File: config.mk
export PLATFORM = sky130hd
export DESIGN_NAME = fmap_packer
export DESIGN_NICKNAME = d
export VERILOG_FILES = /design/src/rtl/fmap_packer.sv
export SDC_FILE = /design/constraint.sdc
export NUM_CORES = 1
export LEC_CHECK = 0
export CORE_MARGIN = 2
export CORE_UTILIZATION = 48
export DETAILED_ROUTE_END_ITERATION = 10
export GPL_TIMING_DRIVEN = 0
export PLACE_DENSITY = 0.87
export SKIP_CTS_REPAIR_TIMING = 1
export SYNTH_ARGS = -nofsm -noshare
export SYNTH_HDL_FRONTEND = slang
export SYNTH_SLANG_ARGS = --single-unit
File: constraint.sdc
create_clock -name clk -period 2.6 [get_ports clk]
set_input_delay 0.78 -clock clk [delete_from_list [all_inputs] [get_ports clk]]
set_output_delay 0.78 -clock clk [all_outputs]
set_load 0.01 [all_outputs]
File: src/rtl/fmap_packer.sv
// Streaming-to-parallel packer: collects CH*IN_H*IN_W signed elements into a flat
// vector for the max-pool stage, holds it under valid/ready and flags framing errors.
module fmap_packer #(
  parameter int CH    = 1,
  parameter int IN_H  = 2,
  parameter int IN_W  = 2,
  parameter int WIDTH = 16
) (
  input  logic                          clk,
  input  logic                          rst,
  input  logic                          in_valid,
  output logic                          in_ready,
  input  logic [WIDTH-1:0]              in_data,
  input  logic                          in_last,
  output logic [CH*IN_H*IN_W*WIDTH-1:0] out_vec,
  output logic                          out_valid,
  input  logic                          out_ready,
  output logic                          err_frame
);

  localparam int N  = CH * IN_H * IN_W;
  localparam int CW = $clog2(N + 1);
  localparam logic [CW-1:0] LAST_SLOT = CW'(N - 1);

  typedef enum logic {
    FILL = 1'b0,
    FULL = 1'b1
  } state_t;

  state_t          state, state_nx;
  logic [CW-1:0]   cnt, cnt_nx;
  logic [CW-1:0]   wr_idx;
  logic            wr_en;
  logic            err_nx;
  logic            accept;

  assign in_ready  = (state == FILL) || out_ready;
  assign accept    = in_valid && in_ready;
  assign out_valid = (state == FULL);

  // NOTE: every signal driven here gets a default first so no path can leave it
  // unassigned, which would otherwise infer a latch.
  always_comb begin
    state_nx = state;
    cnt_nx   = cnt;
    err_nx   = 1'b0;
    wr_en    = 1'b0;
    wr_idx   = cnt;
    unique case (state)
      FILL: begin
        if (accept) begin
          wr_en = 1'b1;
          if (cnt == LAST_SLOT) begin
            state_nx = FULL;
            cnt_nx   = '0;
            err_nx   = !in_last;
          end else if (in_last) begin
            // Short frame: the partial map is abandoned, stale slots stay as-is.
            cnt_nx = '0;
            err_nx = 1'b1;
          end else begin
            cnt_nx = cnt + CW'(1);
          end
        end
      end
      FULL: begin
        if (out_ready) begin
          state_nx = FILL;
          cnt_nx   = '0;
          if (accept) begin
            // The element arriving during handoff opens the next frame at slot 0.
            wr_en  = 1'b1;
            wr_idx = '0;
            if (N == 1) begin
              state_nx = FULL;
              err_nx   = !in_last;
            end else if (in_last) begin
              err_nx = 1'b1;
            end else begin
              cnt_nx = CW'(1);
            end
          end
        end
      end
      default: ;
    endcase
  end

  // NOTE: sequential state uses non-blocking assignments so all registers update
  // from the same pre-edge values.
  always_ff @(posedge clk) begin
    if (rst) begin
      state     <= FILL;
      cnt       <= '0;
      err_frame <= 1'b0;
    end else begin
      state     <= state_nx;
      cnt       <= cnt_nx;
      err_frame <= err_nx;
    end
  end

  // NOTE: the frame buffer is reset because downstream sees out_vec=0 after reset;
  // a plain storage array with no such visibility would not need it.
  always_ff @(posedge clk) begin
    if (rst) begin
      out_vec <= '0;
    end else if (wr_en) begin
      for (int k = 0; k < N; k++) begin
        if (wr_idx == CW'(k)) out_vec[k*WIDTH +: WIDTH] <= in_data;
      end
    end
  end

endmodule

# Word level (Yosys, flattened, before mapping)
# Cells that the tools add are included.
# Widths: inputs -> output; s select.
[totals]
register_bits = 69
output_inout_bits = 67
word_cells = 47
input_bits = 21
[classes]
mux = 23
bitwise_logic = 1
n_reduce_logical = 9
eq_ne = 6
add_sub_neg = 1
[ops]
columns = ["op", "n"]
rows = [
  ["$mux 3", 7],
  ["$mux 1", 12],
  ["$reduce_and 2->1", 5],
  ["$eq 3x2->1 const B", 3],
  ["$pmux 1 s2", 3],
  ["$pmux 3 s2", 1],
  ["$ne 2x2->1 const B", 2],
  ["$add 3x1->3 const B", 1],
  ["$eq 3x1->1 const B", 1],
  ["$logic_not 3->1", 1],
  ["$logic_and 1x1->1", 1],
  ["$logic_not 1->1", 1],
  ["$logic_or 1x1->1", 1],
  ["$not 1->1", 1],
]

# Logic depth before layout (Yosys ltp)
# Gate-level depths: netlist (run 1).
[depth]
ltp_word = 8
mapped_depth = 7
depth_no_buf = 5

# Least setup slack after synthesis (run 1)
# Ideal clock, no wire load.
[synth_timing]
kind = "input to register"
start = "input in_valid"
end = "register out_vec[22]"
path_buffers = 4
t_required_ns = 2.528
slack_ns = 0.391
arrival_ns = 2.138
cell_stages = 7
cell_sequence = "clkbuf_1 nor2b_1 clkbuf_1 nand3b_1 clkbuf_1 buf_2 mux2i_1"
[synth_via]
elab_chain_len = 6
word_cells_on_any_way = 9
[synth_lines]
columns = ["item", "line", "source"]
rows = [
  ["from (decl)", "11", "input logic in_valid,"],
  ["$logic_and 1x1->1 (*)", "38", "assign accept = in_valid && in_ready;"],
  ["$mux 3", "70", "if (accept) begin"],
  ["$mux 3", "67", "if (out_ready) begin"],
  ["$mux 3", "49", "unique case (state)"],
  ["$eq 3x1->1", "110", "if (wr_idx == CW'(k)) out_vec[k*WIDTH +: WIDTH] <= in_data;"],
  ["$reduce_and 2->1 (no line) (*)", "n/a", ""],
  ["to (signal, indexed assignment)", "110", ""],
  ["to (decl)", "15", "output logic [CH*IN_H*IN_W*WIDTH-1:0] out_vec,"],
]
# Mark *: on every way between the ends. The rest lies on a longest branch, timed or not.
# A chain may end at the register's enable or synchronous reset.

# Worst setup path in the final report (run 1)
[layout_timing]
start = "input out_ready"
end = "output in_ready"
[layout_via]
elab_chain_len = 1
[layout_lines]
columns = ["item", "line", "source"]
rows = [
  ["from (decl)", "17", "input logic out_ready,"],
  ["$logic_or 1x1->1", "37", "assign in_ready = (state == FILL) || out_ready;"],
  ["to (decl)", "12", "output logic in_ready,"],
]
# Every way passes these cells.

==> impl_results.md, run 1 <==
- Simple-gate share of the synthesized area: 0.352
- Vias per inst: 5.68
- Worst-Margin Slew: 0.738 ns
- Hpwl dp: 6.24 mm
- Post-synthesis adder-cell area fraction: 0.00777
- Worst-case clock buffer depth: 2
- Max Fclk: 422 MHz
- Port buffer count: 85
- Logic pwr share: 0.124
- Post-Place Setup Slack: -0.141 ns
- Synth cell types: 26
- Leak: 1.83 nW
- Cell taking the most area after synthesis: dfxtp_1
- Initial antenna violation count: 0
- Internal Power: 1.77 mW
- Synth warn: 0
- Worst hold start: out_vec[17]
- Synth area leaders: dfxtp_1 (43%), mux2i_1 (15%), nand2b_1 (13%)
- GPL Wtd Cong: 0.842
- Status: finished, violations left
- NetSw: 0.590 mW
- Hold depth: 2
- Seq/Total Area, Yosys: 0.429
- Cell row count: 29
- Fin. max-slew vios: 0
- Critical Path AT: 1.59 ns
- Syn_area_per_cell: 9.47 um^2
- Synth Net Count: 363
- Clk network pwr share: 0.406
- PnR worst setup slack: 0.232 ns
- DRT iter0 DRCs: 207
- Starting Density: 0.501
- 1st-pass router iterations: 8
- DIE HEIGHT: 85.9 um
- Antenna diode count: 0
- Drt drc: 7
- Setup Viol. Count Final: 0
- TNS Setup: 0 ns
- CTS tree: done
- Crit path required time: 1.82 ns
- Most frequent cells in the layout: clkdlybuf4s50_1 (84), dfxtp_1 (69), nand2b_1 (66), mux2i_1 (48), nor3_1 (32)
- Clk_skew: 0.0127 ns
- Share of cells above drive strength 1: 0.0455
- Cells after synthesis: 340
- Commonest non-fill, non-tap cell in the layout: clkdlybuf4s50_1
- Final period utilization: 0.911
- Final hold vios: 0
- WHS: 0.477 ns
- Worst Path Max Fanout: 3
- Post-DRT Antenna Nets: 0
- Layout Utilization: 0.682
- Post-Route WL: 8.65 mm
- Compound-Gate Fraction of Synth Area: 0.0128
- Post-synth top area share: 0.429
- Synth Area in XOR/XNOR: 0.00272
- I/O Pins: 88
- Post-Syn Area: 3220 um^2
- Tightest Hold Check Type: register to register
- Peak supply drop: 0.336 mV
- TritonCTS Buffers: 9
- First-pass GRT wire length: 13.8 mm
- Sequential power share: 0.471
- Clk root buf: clkbuf_8
- Mux contribution to synthesized area: 0.149
- Clock slew at reported path FFs: 0.08 ns
- Reg2reg start: cnt[2]
- DR WL/cell: 16.7 um
- Setup CP Type: input pin to output pin
- Synth Register Bits: 69
- Core footprint: 6420 um^2
- Non-filler cells, final: 517
- Max cap viols: 0
- Vias in the first global route: 2,812
- Congestion Overflow GR: 0
- Clock Latency Late Sink: 0.35 ns
- Via count: 2,939
- Sink Count: 69
- Main combinational cell family by area after synthesis: simple AND/OR/NAND/NOR gates
- Placed cell count: 502
- Worst setup SP type: input pin
- GRT Overall Usage: 0.239
- Largest net degree at the start of global routing: 13
- RSZ-0062 raised after global routing: no
- Minimum clock period: 2.37 ns
- Max-slew headroom: 0.508
- H-tree depth: 3
- Net total in the final layout: 459
- Die X: 85.9 um
- Layout Area Growth over Synthesis: 36.1%
- Worst Reg-to-Reg Cells: 5
- Critical path startpoint: out_ready
- Die Area: 7380 um^2
- Switching Fraction: 0.250
- PD cells: 540 nW/um^2
- Violated checks: DRC
- Crit. End Element: output pin
power groups by stage:
| stage | combinational, mW | sequential (mW) | clock (mW) |
|---|---|---|---|
| 2_1_floorplan | 0.139 | 1.15 | 0 |
| 3_3_place_gp | 0.284 | 1.14 | 0 |
| 3_5_place_dp | 0.289 | 1.14 | 0 |
| 4_1_cts | 0.292 | 1.11 | 0.965 |
| 5_1_grt | 0.315 | 1.12 | 1.02 |
| 6_report | 0.293 | 1.11 | 0.959 |
final timing paths:
path / end / slack (ns)
min: out_vec[17] / 0.48
max: in_ready / 0.23
min reg2reg: out_vec[17] / 0.48
max reg2reg: out_vec[13] / 0.55
critical path: stages:
cell,delay (ns)
clkdlybuf4s50_1,0.51
nand2b_1,0.14
dlymetal6s2s_1,0.16
stage by stage:
step	area, um^2	power (mW)
5_1_grt	4380	2.45
3_5_place_dp	4170	1.43
4_1_cts	4380	2.37
2_1_floorplan	3220	1.29
6_report	4380	2.36
3_3_place_gp	4170	1.42
area by class of cell:
class	count	area (um^2)
buffer	32	139
clock inverter	6	88.8
fill	490	2040
sequential	69	1380
inverter	3	11.3
multi-input combinational	236	1690
clock buffer	9	124
tap	77	96.3
timing repair buffer	85	853
flip-flops by register name, indices dropped and copies added (netlist names):
signal and flops:
cnt 3, out_valid 1, out_vec 64, err_frame 1
cells by family (layout without fill, tap and decap cells):
family                     Yosys count  after routing
AOI/OAI and AO/OA                    6              6
buffers and inverters               35            135
DFF                                 69             69
muxes                               48             48
and+or+nand+nor                    179            179
xor gates and xnor gates             1              1
adders and majority gates            2              2
synthesized netlist by cell type:
cell	number
a2111oi_0	1
a21oi_1	2
a32oi_1	2
and3_1	2
and3b_1	1
and4b_1	16
buf_1	1
buf_2	3
buf_6	2
clkbuf_1	26
dfxtp_1	69
ha_1	2
inv_1	3
mux2i_1	48
nand2_1	18
nand2b_1	66
nand3_1	3
nand3b_1	1
nor2_1	3
nor2b_1	2
nor3_1	32
nor3b_1	17
nor4b_1	1
o21ai_0	1
or4_1	17
xnor2_1	1
routing by layer:
layer,vias to the layer above,global-route usage,wire (um)
li1,1385,-,-
met1,1395,0.317,3780
met2,139,0.369,3990
met3,20,0.0568,683
met4,0,0.105,187
met5,-,0,0
Power figures use the tool's default switching activity.
==> run 2: changes to the inputs <==
CORE_MARGIN = default   (was 2)
HOLD_SLACK_MARGIN = 0.06   (was default)
==> run 2 against run 1 <==
  * Maximum frequency about the same
  * Wire length is 0.72% higher
  * The run still ends with DRC left
  * Count of clock-buffer cells in the layout is 1 higher
  * Final area is 0.11% lower
  * Clock skew fell by 0.0072 ns
  * Die area fell by 4.6%
==> impl_results.md, run 2 (synthesized netlist as in run 1, its figures left out) <==
- DIE HEIGHT: 83.9 um
- Vias per inst: 5.53
- Area of the multi-input gates: 1690 um^2
- Worst-Margin Slew: 0.754 ns
- H-tree depth: 3
- Core footprint: 6420 um^2
- I/O Pins: 88
- Sink Count: 69
- Layout Utilization: 0.681
- Vias in the first global route: 2,777
- Setup Viol. Count Final: 0
- Most frequent cells in the layout: clkdlybuf4s50_1 (84), dfxtp_1 (69), nand2b_1 (66), mux2i_1 (48), nor3_1 (32)
- Antenna diode count: 0
- Fin. max-slew vios: 0
- Max reg flops: 64
- Initial antenna violation count: 0
- Max Fclk: 422 MHz
- Share of cells above drive strength 1: 0.0476
- PnR worst setup slack: 0.230 ns
- Post-Route WL: 8.71 mm
- Clk root buf: clkbuf_8
- PD cells: 532 nW/um^2
- Tightest Hold Check Type: register to register
- Cell row count: 29
- Post-Place Setup Slack: -0.145 ns
- Max-slew headroom: 0.497
- Largest registers: out_vec: 64 flops, cnt: 3 flops
- Clock Latency Late Sink: 0.35 ns
- 1st-pass router iterations: 8
- Peak supply drop: 0.404 mV
- DR WL/cell: 16.8 um
- Via count: 2,867
- Hpwl dp: 6.26 mm
- Leak: 1.82 nW
- Reg with most FFs: out_vec
- # fillers: 537
- Largest net degree at the start of global routing: 14
- Worst-case clock buffer depth: 2
- Worst setup SP type: input pin
- Die Area: 7040 um^2
- Crit. End Element: output pin
- CTS tree: done
- First-pass GRT wire length: 14.0 mm
- Layout Area Growth over Synthesis: 36.0%
- TritonCTS Buffers: 9
- RSZ-0062 raised after global routing: no
- Final period utilization: 0.911
- Drt drc: 14
- Storage element area: 1380 um^2
- DRT iter0 DRCs: 195
- Critical Path AT: 1.59 ns
- Starting Density: 0.501
- GPL Wtd Cong: 0.813
- Congestion Overflow GR: 0
- Port buffer count: 85
- Post-DRT Antenna Nets: 0
- Non-filler cells, final: 518
- Power Total: 2.33 mW
- Setup CP Type: input pin to output pin
- Net total in the final layout: 459
- Minimum clock period: 2.37 ns
- Worst Path Max Fanout: 3
- Die X: 83.9 um
- Max cap viols: 0
- Crit path required time: 1.82 ns
- Violated checks: DRC
- Final hold vios: 0
- Placed cell count: 502
- Commonest non-fill, non-tap cell in the layout: clkdlybuf4s50_1
- Clock slew at reported path FFs: 0.08 ns
- Status: finished, violations left
- GRT Overall Usage: 0.255
- Clk_skew: 0.00555 ns
-- run 2: changes by cell type in the layout (fill, tap and decap cells not counted), sizes merged --
cell | before | now
clkinv | 2 | 0
inv | 3 | 5
clkinvlp | 2 | 3
clkbuf | 35 | 36
bufinv | 2 | 1
-- run 2: cell type report --
type / count / area share
well taps: 77 / 0.0220
flip-flops and latches: 69 / 0.316
multi-input cells: 236 / 0.386
inverters: 3 / 0.00257
repair buffers: 85 / 0.195
clock buffers: 10 / 0.0314
clock inverters: 6 / 0.0160
plain buffers: 32 / 0.0317
-- run 2: worst paths after layout --
| check | from | endpoint | slack [ns] | cells past startpoint |
|---|---|---|---|---|
| max reg2reg | cnt[0] | out_vec[13] | 0.56 | 5 |
| max | out_ready | in_ready | 0.23 | 3 |
| min reg2reg | out_vec[33] | out_vec[33] | 0.48 | 2 |
| min | out_vec[33] | out_vec[33] | 0.48 | 2 |
-- run 2: critical path, stage by stage --
cell and delay (ns):
clkdlybuf4s50_1 0.45, nand2b_1 0.18, dlymetal6s2s_1 0.19
-- run 2: per-layer routing --
layer / vias up / GRT usage / wire [um]
met3: 14 / 0.0880 / 619
met4: 0 / 0.0831 / 135
met1: 1355 / 0.309 / 3860
met2: 110 / 0.422 / 4100
met5: - / 0 / 0
li1: 1388 / - / -
-- run 2: per-stage QoR --
stage | hold slack (ns) | TNS, ns | instance area [um^2]
2_1_floorplan | 0.493 | 0 | 3220
3_3_place_gp | 0.457 | -0.132 | 4170
3_5_place_dp | 0.468 | -0.299 | 4170
4_1_cts | 0.479 | -0.152 | 4370
5_1_grt | 0.492 | 0 | 4380
6_report | 0.477 | 0 | 4380
-- run 2: power breakdown --
group / internal [mW] / switching, mW / total (mW)
logic: 0.150 / 0.143 / 0.293
clock network: 0.475 / 0.446 / 0.921
registers: 1.09 / 0.0232 / 1.11
total: 1.72 / 0.612 / 2.33
==> run 3: changes to the inputs <==
CAP_MARGIN = 10   (was default)
CTS_CLUSTER_DIAMETER = 80   (was default)
==> results of run 3 <==
Final layout, timing and power as in run 2 (identical DEF).
